### src/rtl/seven_seg_scan_reader_pkg.sv
// Shared definitions for the seven-segment scan reader: glyph table,
// blank pattern and FSM state encoding.
package seven_seg_scan_reader_pkg;

   // Segment patterns are written a..g left to right, active low, and
   // stored in [0:6] vectors so that bit 0 is segment a.
   localparam logic [0:6] SEG_BLANK = 7'b111_1111;

   // Hex glyph table, indexed by value. Both the display decoder and
   // this reader derive from this table so they cannot drift apart.
   localparam logic [0:6] GLYPH [16] = '{
      7'b000_0001,   // 0
      7'b100_1111,   // 1
      7'b001_0010,   // 2
      7'b000_0110,   // 3
      7'b100_1100,   // 4
      7'b010_0100,   // 5
      7'b010_0000,   // 6
      7'b000_1111,   // 7
      7'b000_0000,   // 8
      7'b000_0100,   // 9
      7'b000_1000,   // A
      7'b110_0000,   // B
      7'b011_0001,   // C
      7'b100_0010,   // D
      7'b011_0000,   // E
      7'b011_1000    // F
   };

   typedef enum logic [1:0] {
      ST_IDLE    = 2'd0,
      ST_SETTLE  = 2'd1,
      ST_CAPTURE = 2'd2,
      ST_HOLD    = 2'd3
   } state_t;

endpackage

### src/rtl/seven_seg_scan_reader_glyph_match.sv
// Combinational inverse of the hex-to-segment decoder: looks the
// segment pattern up in the shared glyph table.
module seven_seg_glyph_match
   import seven_seg_scan_reader_pkg::*;
(
   input  logic [0:6] seg,
   output logic       match,
   output logic [3:0] value,
   output logic       blank
);

   // Table search; glyphs are unique so at most one entry hits.
   always_comb begin
      match = 1'b0;
      value = 4'd0;
      blank = (seg == SEG_BLANK);
      for (int i = 0; i < 16; i++) begin
         if (seg == GLYPH[i]) begin
            match = 1'b1;
            value = 4'(i);
         end
      end
   end

endmodule

### src/rtl/seven_seg_scan_reader.sv
// Passive monitor for a multiplexed active-low seven-segment bus.
// Waits for each anode dwell to settle, samples the segment pattern
// once per dwell and keeps the decoded hex value per digit.
module seven_seg_scan_reader
   import seven_seg_scan_reader_pkg::*;
#(
   parameter  int NUM_DIGITS    = 4,
   parameter  int STABLE_CYCLES = 16,
   localparam int IDX_W         = (NUM_DIGITS > 1) ? $clog2(NUM_DIGITS) : 1
)(
   input  logic                    clk,
   input  logic                    rst_n,
   input  logic [NUM_DIGITS-1:0]   an,
   input  logic [0:6]              seg,
   output logic [4*NUM_DIGITS-1:0] digit_val,
   output logic [NUM_DIGITS-1:0]   digit_known,
   output logic [NUM_DIGITS-1:0]   digit_blank,
   output logic                    cap_strobe,
   output logic [IDX_W-1:0]        cap_idx,
   output logic                    multi_err
);

   localparam int              CNT_W = $clog2(STABLE_CYCLES + 1);
   localparam logic [CNT_W-1:0] TERM = CNT_W'(STABLE_CYCLES - 1);

   // ---------------------------------------------------------------
   // Reset: asserts asynchronously, releases on a clock edge so no
   // register sees a release close to the edge.
   // ---------------------------------------------------------------
   logic [1:0] rst_pipe;
   logic       rst_i_n;

   // Two-flop reset release synchroniser.
   always_ff @(posedge clk or negedge rst_n) begin
      if (!rst_n) rst_pipe <= 2'b00;
      else        rst_pipe <= {rst_pipe[0], 1'b1};
   end

   assign rst_i_n = rst_pipe[1];

   // ---------------------------------------------------------------
   // Input synchronisers and previous-sample registers. The bus idles
   // with everything off, so these reset to all ones.
   // ---------------------------------------------------------------
   logic [NUM_DIGITS-1:0] an_s1, an_s2, prev_an;
   logic [0:6]            seg_s1, seg_s2, prev_seg;

   // Double-flop the asynchronous bus and keep the prior synced sample.
   always_ff @(posedge clk or negedge rst_i_n) begin
      if (!rst_i_n) begin
         an_s1    <= '1;
         an_s2    <= '1;
         prev_an  <= '1;
         seg_s1   <= SEG_BLANK;
         seg_s2   <= SEG_BLANK;
         prev_seg <= SEG_BLANK;
      end else begin
         an_s1    <= an;
         an_s2    <= an_s1;
         prev_an  <= an_s2;
         seg_s1   <= seg;
         seg_s2   <= seg_s1;
         prev_seg <= seg_s2;
      end
   end

   logic changed;
   logic all_high;

   assign changed  = (an_s2 != prev_an) || (seg_s2 != prev_seg);
   assign all_high = &an_s2;

   // ---------------------------------------------------------------
   // Dwell FSM and stability counter
   // ---------------------------------------------------------------
   state_t            state_q, state_d;
   logic [CNT_W-1:0]  cnt_q, cnt_d;
   logic              do_cap;

   // State and counter registers.
   always_ff @(posedge clk or negedge rst_i_n) begin
      if (!rst_i_n) begin
         state_q <= ST_IDLE;
         cnt_q   <= '0;
      end else begin
         state_q <= state_d;
         cnt_q   <= cnt_d;
      end
   end

   // Next-state logic. A change on the terminal cycle wins over the
   // capture, so a dwell is only sampled after a clean quiet window.
   always_comb begin
      state_d = state_q;
      cnt_d   = cnt_q;
      do_cap  = 1'b0;
      case (state_q)
         ST_IDLE: begin
            if (!all_high) begin
               state_d = ST_SETTLE;
               cnt_d   = CNT_W'(1);
            end
         end
         ST_SETTLE: begin
            if (all_high) begin
               state_d = ST_IDLE;
               cnt_d   = '0;
            end else if (changed) begin
               cnt_d   = CNT_W'(1);
            end else if (cnt_q == TERM) begin
               state_d = ST_CAPTURE;
            end else begin
               cnt_d   = cnt_q + 1'b1;
            end
         end
         ST_CAPTURE: begin
            // The sample comes from prev_*, which still holds the settled
            // value. A change arriving this very cycle must not be lost,
            // otherwise the next dwell would sit in HOLD unnoticed.
            do_cap  = 1'b1;
            state_d = ST_HOLD;
            if (changed) begin
               state_d = all_high ? ST_IDLE : ST_SETTLE;
               cnt_d   = all_high ? '0 : CNT_W'(1);
            end
         end
         ST_HOLD: begin
            if (changed) begin
               state_d = all_high ? ST_IDLE : ST_SETTLE;
               cnt_d   = all_high ? '0 : CNT_W'(1);
            end
         end
         default: begin
            state_d = ST_IDLE;
            cnt_d   = '0;
         end
      endcase
   end

   // ---------------------------------------------------------------
   // Capture decode, taken from the settled sample
   // ---------------------------------------------------------------
   logic             g_match, g_blank;
   logic [3:0]       g_value;
   logic [IDX_W-1:0] low_idx;
   logic             one_low;
   logic             many_low;

   seven_seg_glyph_match u_match (
      .seg   (prev_seg),
      .match (g_match),
      .value (g_value),
      .blank (g_blank)
   );

   // Which anode is low, and how many.
   always_comb begin
      low_idx = '0;
      for (int i = 0; i < NUM_DIGITS; i++) begin
         if (!prev_an[i]) low_idx = IDX_W'(i);
      end
      one_low  = ($countones(~prev_an) == 1);
      many_low = ($countones(~prev_an) > 1);
   end

   // ---------------------------------------------------------------
   // Per-digit result registers and capture outputs
   // ---------------------------------------------------------------
   // Update the addressed digit; an unknown or blank pattern leaves the
   // last good value in place.
   always_ff @(posedge clk or negedge rst_i_n) begin
      if (!rst_i_n) begin
         digit_val   <= '0;
         digit_known <= '0;
         digit_blank <= '1;
         cap_strobe  <= 1'b0;
         cap_idx     <= '0;
         multi_err   <= 1'b0;
      end else begin
         cap_strobe <= 1'b0;
         if (do_cap && one_low) begin
            cap_strobe           <= 1'b1;
            cap_idx              <= low_idx;
            digit_known[low_idx] <= g_match;
            digit_blank[low_idx] <= g_blank;
            if (g_match) digit_val[4*low_idx +: 4] <= g_value;
         end
         if (do_cap && many_low) multi_err <= 1'b1;
      end
   end

endmodule

### config.mk
export PLATFORM = sky130hd
export DESIGN_NAME = seven_seg_scan_reader
export DESIGN_NICKNAME = d
export VERILOG_FILES = /design/src/rtl/seven_seg_scan_reader_pkg.sv /design/src/rtl/seven_seg_scan_reader_glyph_match.sv /design/src/rtl/seven_seg_scan_reader.sv
export SDC_FILE = /design/constraint.sdc
export NUM_CORES = 1
export LEC_CHECK = 0
export BUFFER_PORTS_ARGS = -buffer_cell sky130_fd_sc_hd__clkbuf_2
export CAP_MARGIN = 40
export CORE_MARGIN = 3
export CORE_UTILIZATION = 27
export CTS_CLUSTER_SIZE = 12
export DETAILED_ROUTE_END_ITERATION = 8
export GPL_ROUTABILITY_DRIVEN = 0
export SYNTH_ARGS = -nofsm -noshare
export SYNTH_HDL_FRONTEND = slang
export SYNTH_SLANG_ARGS = --single-unit
### constraint.sdc
create_clock -name clk -period 3.5 [get_ports clk]
set_clock_uncertainty 0.05 [all_clocks]
set_input_delay 0.175 -clock clk [delete_from_list [all_inputs] [get_ports clk]]
set_output_delay 0.175 -clock clk [all_outputs]
set_load 0.01 [all_outputs]
# ---- Word-level counts from Yosys, hierarchy flattened
# Cells that the tools add are included.
dict set report word_totals {
  reg_bits 70
  input_bits 13
  out_inout_bits 28
  elab_cells 122
}
dict set report op_classes {
  addsub 5
  n_lt_le_gt_ge 3
  eq_ne 29
  n_shift 2
  mux 56
  n_bitwise 1
  n_reduce_logical 11
}
# op count
set op_table {}
lappend op_table {{$eq 7x6->1 const B} 5}
lappend op_table {{$eq 7x7->1 const B} 5}
lappend op_table {{$neg 4->34} 1}
lappend op_table {{$shift 4x34->16 const A} 1}
lappend op_table {{$shiftx 4x34->16} 1}
lappend op_table {{$eq 32x2->1 const B} 1}
lappend op_table {{$mux 4} 8}
lappend op_table {{$mux 5} 5}
lappend op_table {{$mux 1} 23}
lappend op_table {{$mux 2} 10}
lappend op_table {{$bwmux 16} 1}
lappend op_table {{$pmux 5 s3} 1}
lappend op_table {{$eq 7x3->1 const B} 2}
lappend op_table {{$eq 7x4->1 const B} 2}
lappend op_table {{$mux 3} 4}
lappend op_table {{$bwmux 4} 2}
lappend op_table {{$pmux 2 s4} 1}
lappend op_table {{$reduce_and 4->1} 2}
lappend op_table {{$eq 7x1->1 const B} 1}
lappend op_table {{$eq 7x5->1 const B} 1}
lappend op_table {{$logic_not 7->1} 1}
lappend op_table {{$ne 7x7->1} 1}
lappend op_table {{$ne 3x3->1 const B} 2}
lappend op_table {{$add 5x1->5 const B} 1}
lappend op_table {{other kinds (20)} 25}

# ---- Longest topological paths before layout
dict set report logic_depth {
  depth_word 18
  depth_mapped 11
  mapped_depth_nobuf 10
}

# ---- Modules after synthesis
# From an unflattened synthesis, not the netlist that was laid out.
dict set report unflattened {
  hier_cells 236
  area_unflattened_um2 3027.9
}
# module instances cells_per_inst area_per_inst_um2 seq_area_each_um2
set modules_own_cells {}
lappend modules_own_cells {seven_seg_scan_reader 1 179 2655.0 1798.0}
lappend modules_own_cells {seven_seg_glyph_match 1 57 372.9 0.0}

# ---- Worst setup path before layout
# Ideal clock, no wire load.
dict set report synth_path {
  kind {reg-to-reg}
  start {register prev_an[1]}
  end {register digit_val[4]}
  setup_time_ps 80
  arrival_ps 2955
  required_ps 3370
  slack_ps 415
  stages_incl_launch_ff 12
  n_path_buf 1
  period_less_slack_ps 3085
  path_cell_list {dfstp_2 -> fa_1 -> inv_1 -> ha_1 -> inv_1 -> ha_1 -> or3b_1 -> nor3b_1 -> buf_2 -> nand4b_1 -> a31oi_4 -> a2bb2oi_1}
}
dict set report synth_between {
  elab_chain_len 6
  elab_cells_between_ends 13
  classes_between {add/sub: 3; eq/ne: 1; shift: 2; mux: 4; bitwise: 1; reduce/logical: 2}
}
# element line_no
set synth_rtl {}
lappend synth_rtl {{start: declaration} seven_seg_scan_reader.sv:45} ;# logic [NUM_DIGITS-1:0] an_s1, an_s2, prev_an;
lappend synth_rtl {{start signal: assignment} seven_seg_scan_reader.sv:60} ;# prev_an <= an_s2;
lappend synth_rtl {{$mux 1 / $not 4->4 (equally long branches)} {seven_seg_scan_reader.sv:160, seven_seg_scan_reader.sv:162}}
lappend synth_rtl {{$mux 2 / $add 1x1->2 (equally long branches)} {seven_seg_scan_reader.sv:160, seven_seg_scan_reader.sv:162}}
lappend synth_rtl {{$mux 2 / $add 2x2->3 (equally long branches)} {seven_seg_scan_reader.sv:160, seven_seg_scan_reader.sv:162}}
lappend synth_rtl {{$neg 4->34 / $eq 32x2->1 (equally long branches)} {seven_seg_scan_reader.sv:186, seven_seg_scan_reader.sv:162}}
lappend synth_rtl {{$shiftx 4x34->16, or another cell as far along} seven_seg_scan_reader.sv:186} ;# if (g_match) digit_val[4*low_idx +: 4] <= g_value;
lappend synth_rtl {{$bwmux 16 / $reduce_and 2->1 (equally long branches)} n/a}
lappend synth_rtl {{end signal: indexed assignment} seven_seg_scan_reader.sv:186}
lappend synth_rtl {{end: declaration} seven_seg_scan_reader.sv:15} ;# output logic [4*NUM_DIGITS-1:0] digit_val,
# Several ways; a longest one is shown, not always the timed one.
# A chain may end at the register's enable or synchronous reset.

# ---- Worst setup path after layout
dict set report layout_path {
  start {register prev_an[1]}
  end {register digit_val[2]}
}
# The elaborated chain is that of the path after synthesis.

==> flow_metrics.py <==
metrics = {
    "outcome": {
        "run_status": "finished, final reports clean",
    },
    "clocking": {
        "insertion_delay_ns": 0.33,
        "root_buffer": "clkbuf_16",
        "clockBufferDepth": 2,
        "cts_buffers": 9,
        "cts_sinks": 70,
        "cts_resized": 0,
        "h-tree-depth": 3,
        "path_clk_slew_ns": 0.06,
        "cts_tree": "done",
    },
    "flow_run": {
        "maxCapViolations": 0,
    },
    "floorplanning": {
        "rows": 38,
        "start_util_pct": 28.0,
        "dieWidth_um": 113,
        "die_area_um2": 12800,
        "die_h_um": 113,
        "coreArea_um2": 11000,
        "io-pin-count": 41,
    },
    "synth": {
        "ys_seq_area_share_pct": 58.1,
        "synth_flop_cell": "dfstp_2",
        "synth_edf_count": 0,
        "syn_avg_cell_area_um2": 12.4,
        "ys_ff_latch": 70,
        "synth_area_leaders": "dfstp_2 31%, dfrtp_1 27%, xnor2_1 3.7%",
        "synthCells": 250,
        "synth_top_area_share_pct": 31.4,
        "syn_area_um2": 3090,
        "synth.most_common_cell": "dfstp_2",
        "synth_warnings": 0,
        "ys_types": 55,
        "postSynth.asyncResetShare_pct": 100,
        "syn-num-nets": 269,
        "yosysTopAreaCell": "dfstp_2",
        "synth_common_cells": "37 x dfstp_2, 33 x dfrtp_1, 20 x nand2_1",
    },
    "detailed_routing": {
        "post-route-drc-count": 0,
        "drt-total-wl_mm": 6.22,
        "antenna_left": 0,
        "via_count": 2125,
        "post_drt_wl_per_cell_um": 13.7,
        "via_per_inst": 4.67,
        "dr.first_iter.drc_count": 114,
        "first_pass_iters": 4,
    },
    "setup_path": {
        "slowest_delay_ns": 0.60,
        "crit_type": "flop to flop",
        "path_cells": "fa_1 -> inv_1 -> ha_1 -> inv_1 -> ha_1 -> or3b_1 -> nor3b_1 -> buf_4 -> nand4_1 -> buf_4 -> o21ai_0 -> o21ai_1",
        "cp_slowest_cell": "dfstp_2",
        "cp_max_fo": 12,
        "crit_required_ns": 3.66,
        "cp-start-kind": "flop",
        "arrival_ns": 3.37,
        "cp-end-kind": "flop",
    },
    "global_routing": {
        "overflow": 0,
        "grt_pass1_wl_mm": 10.4,
        "grt_pass1_vias": 2098,
        "antenna_found_initial": 0,
        "grt_usage_pct": 10.4,
        "grt_max_degree": 28,
    },
    "power": {
        "power.density_nw_per_um2": 499,
        "p_leak_nw": 1.74,
        "vdd_drop_max_mv": 0.286,
    },
    "placement": {
        "post_dp_cell_area_um2": 3460,
        "hpwl_mm": 4.41,
        "portBuffers": 40,
        "dp_cells": 422,
    },
    "sta": {
        "finalMaxSlewViolations": 0,
        "period_minus_slack_ns": 3.21,
        "setup_viol": 0,
        "setup-tns-final_ns": 0,
        "hold_viol": 0,
        "tightest_slew_ns": 0.679,
        "period_share_pct": 91.7,
        "slew_headroom_pct": 54.7,
        "whs_ns": 0.109,
        "rsz0062_at_grt": "false",
        "fmax_mhz": 312,
    },
    "layout": {
        "final_cell_area_um2": 3950,
        "drive_gt1_share_pct": 35.9,
        "final_nets": 329,
        "fillers": 1081,
        "finalNonFillerCells": 455,
        "syn_to_final_growth_pct": 27.7,
        "antenna_cells": 0,
    },
    "worst_hold_path": {
        "min_path_type": "primary input to asynchronous set/reset pin",
    },
}
[flip-flops by register name, indices dropped and copies added, names as in the netlist, 4 cells and up]
signal	cells
an_s1	4
cnt_q	5
an_s2	4
prev_seg	7
digit_val	16
digit_known	4
digit_blank	4
seg_s2	7
prev_an	4
seg_s1	7
[timing repair]
item,CTS,global route
setup endpoints to repair,0,7
hold endpoints to repair,13,0
setup buffers,0,5
hold buffers,12,0
[where the power goes]
group          internal (mW)  total, mW  leakage [nW]  switching (mW)
logic                 0.0506     0.0968         0.738          0.0462
registers              0.848      0.881         0.834          0.0337
clock network          0.656      0.994         0.168           0.338
[per-layer routing]
metal / wire, µm / track usage, %
met1: 2970 / 13.4
met2: 2860 / 16.1
met4: 83 / 4.17
met3: 305 / 3.37
met5: 0 / 0
[area by class of cell]
type / instances / area (µm²) / share of cell area [%]
clock buffer: 13 / 292 / 7.38
clock inverter: 3 / 45.0 / 1.14
inverter: 9 / 33.8 / 0.855
multi-input combinational: 159 / 1200 / 30.3
sequential: 70 / 1800 / 45.5
tap: 140 / 175 / 4.43
timing repair buffer: 61 / 408 / 10.3
[stage by stage]
step / total power [mW] / utilization (%) / setup slack [ns]
2_1_floorplan: 0.948 / - / 0.415
3_3_place_gp: 0.973 / 31.1 / 0.354
3_5_place_dp: 0.981 / 31.3 / 0.183
4_1_cts: 2.00 / 35.5 / 0.158
5_1_grt: 2.05 / 35.8 / 0.0490
6_report: 1.97 / 35.8 / 0.292
[path summary, 6_finish.rpt]
check                                 startpoint                    endpoint  slack [ns]  cells past startpoint
max                         prev_an[1]$_DFF_PN1_    digit_val[2]$_DFFE_PN0P_        0.29                     12
min                                        rst_n       rst_pipe[0]$_DFF_PN0_        0.11                      2
max reg2reg                 prev_an[1]$_DFF_PN1_    digit_val[2]$_DFFE_PN0P_        0.29                     12
min reg2reg                rst_pipe[1]$_DFF_PN0_        cnt_q[1]$_DFFE_PN0P_        0.23                      0
max in group asynchronous  rst_pipe[1]$_DFF_PN0_  digit_blank[3]$_DFFE_PN1P_        2.28                      2
min in group clk             seg_s1[1]$_DFF_PN1_         seg_s2[1]$_DFF_PN1_        0.30                      0
[critical path: cells and delay by family, from the launching register on]
family | cells | cell delay, ns
flops | 1 | 0.60
fa+ha+maj | 3 | 0.87
compound gates | 2 | 0.22
simple gates | 3 | 0.82
buf+inv | 4 | 0.52
[cells by family after synthesis]
group | share of synthesized area, %
other | 0.121
AND/OR/NAND/NOR | 15.0
flip-flops | 58.1
AO/OA/AOI/OAI | 16.1
XOR/XNOR | 3.68
multiplexers | 1.05
buffers and inverters | 3.16
adder cells (fa/ha/maj) | 2.67
[layout by cell type (no fill, tap or decap), types with 5 or more instances in the layout]
cell	n
dfstp_2	37
dlygate4sd3_1	12
ha_1	5
clkbuf_16	10
nand3_1	7
nand4_1	5
clkbuf_2	40
dfrtp_1	32
nand2_1	20
xnor2_1	13
inv_1	9
buf_4	8
nor3_1	5
nor2_1	7
o21ai_1	5
a2bb2oi_1	12
o21ai_0	9
a21oi_1	5
Note: power is estimated with default switching activity, not from simulation.
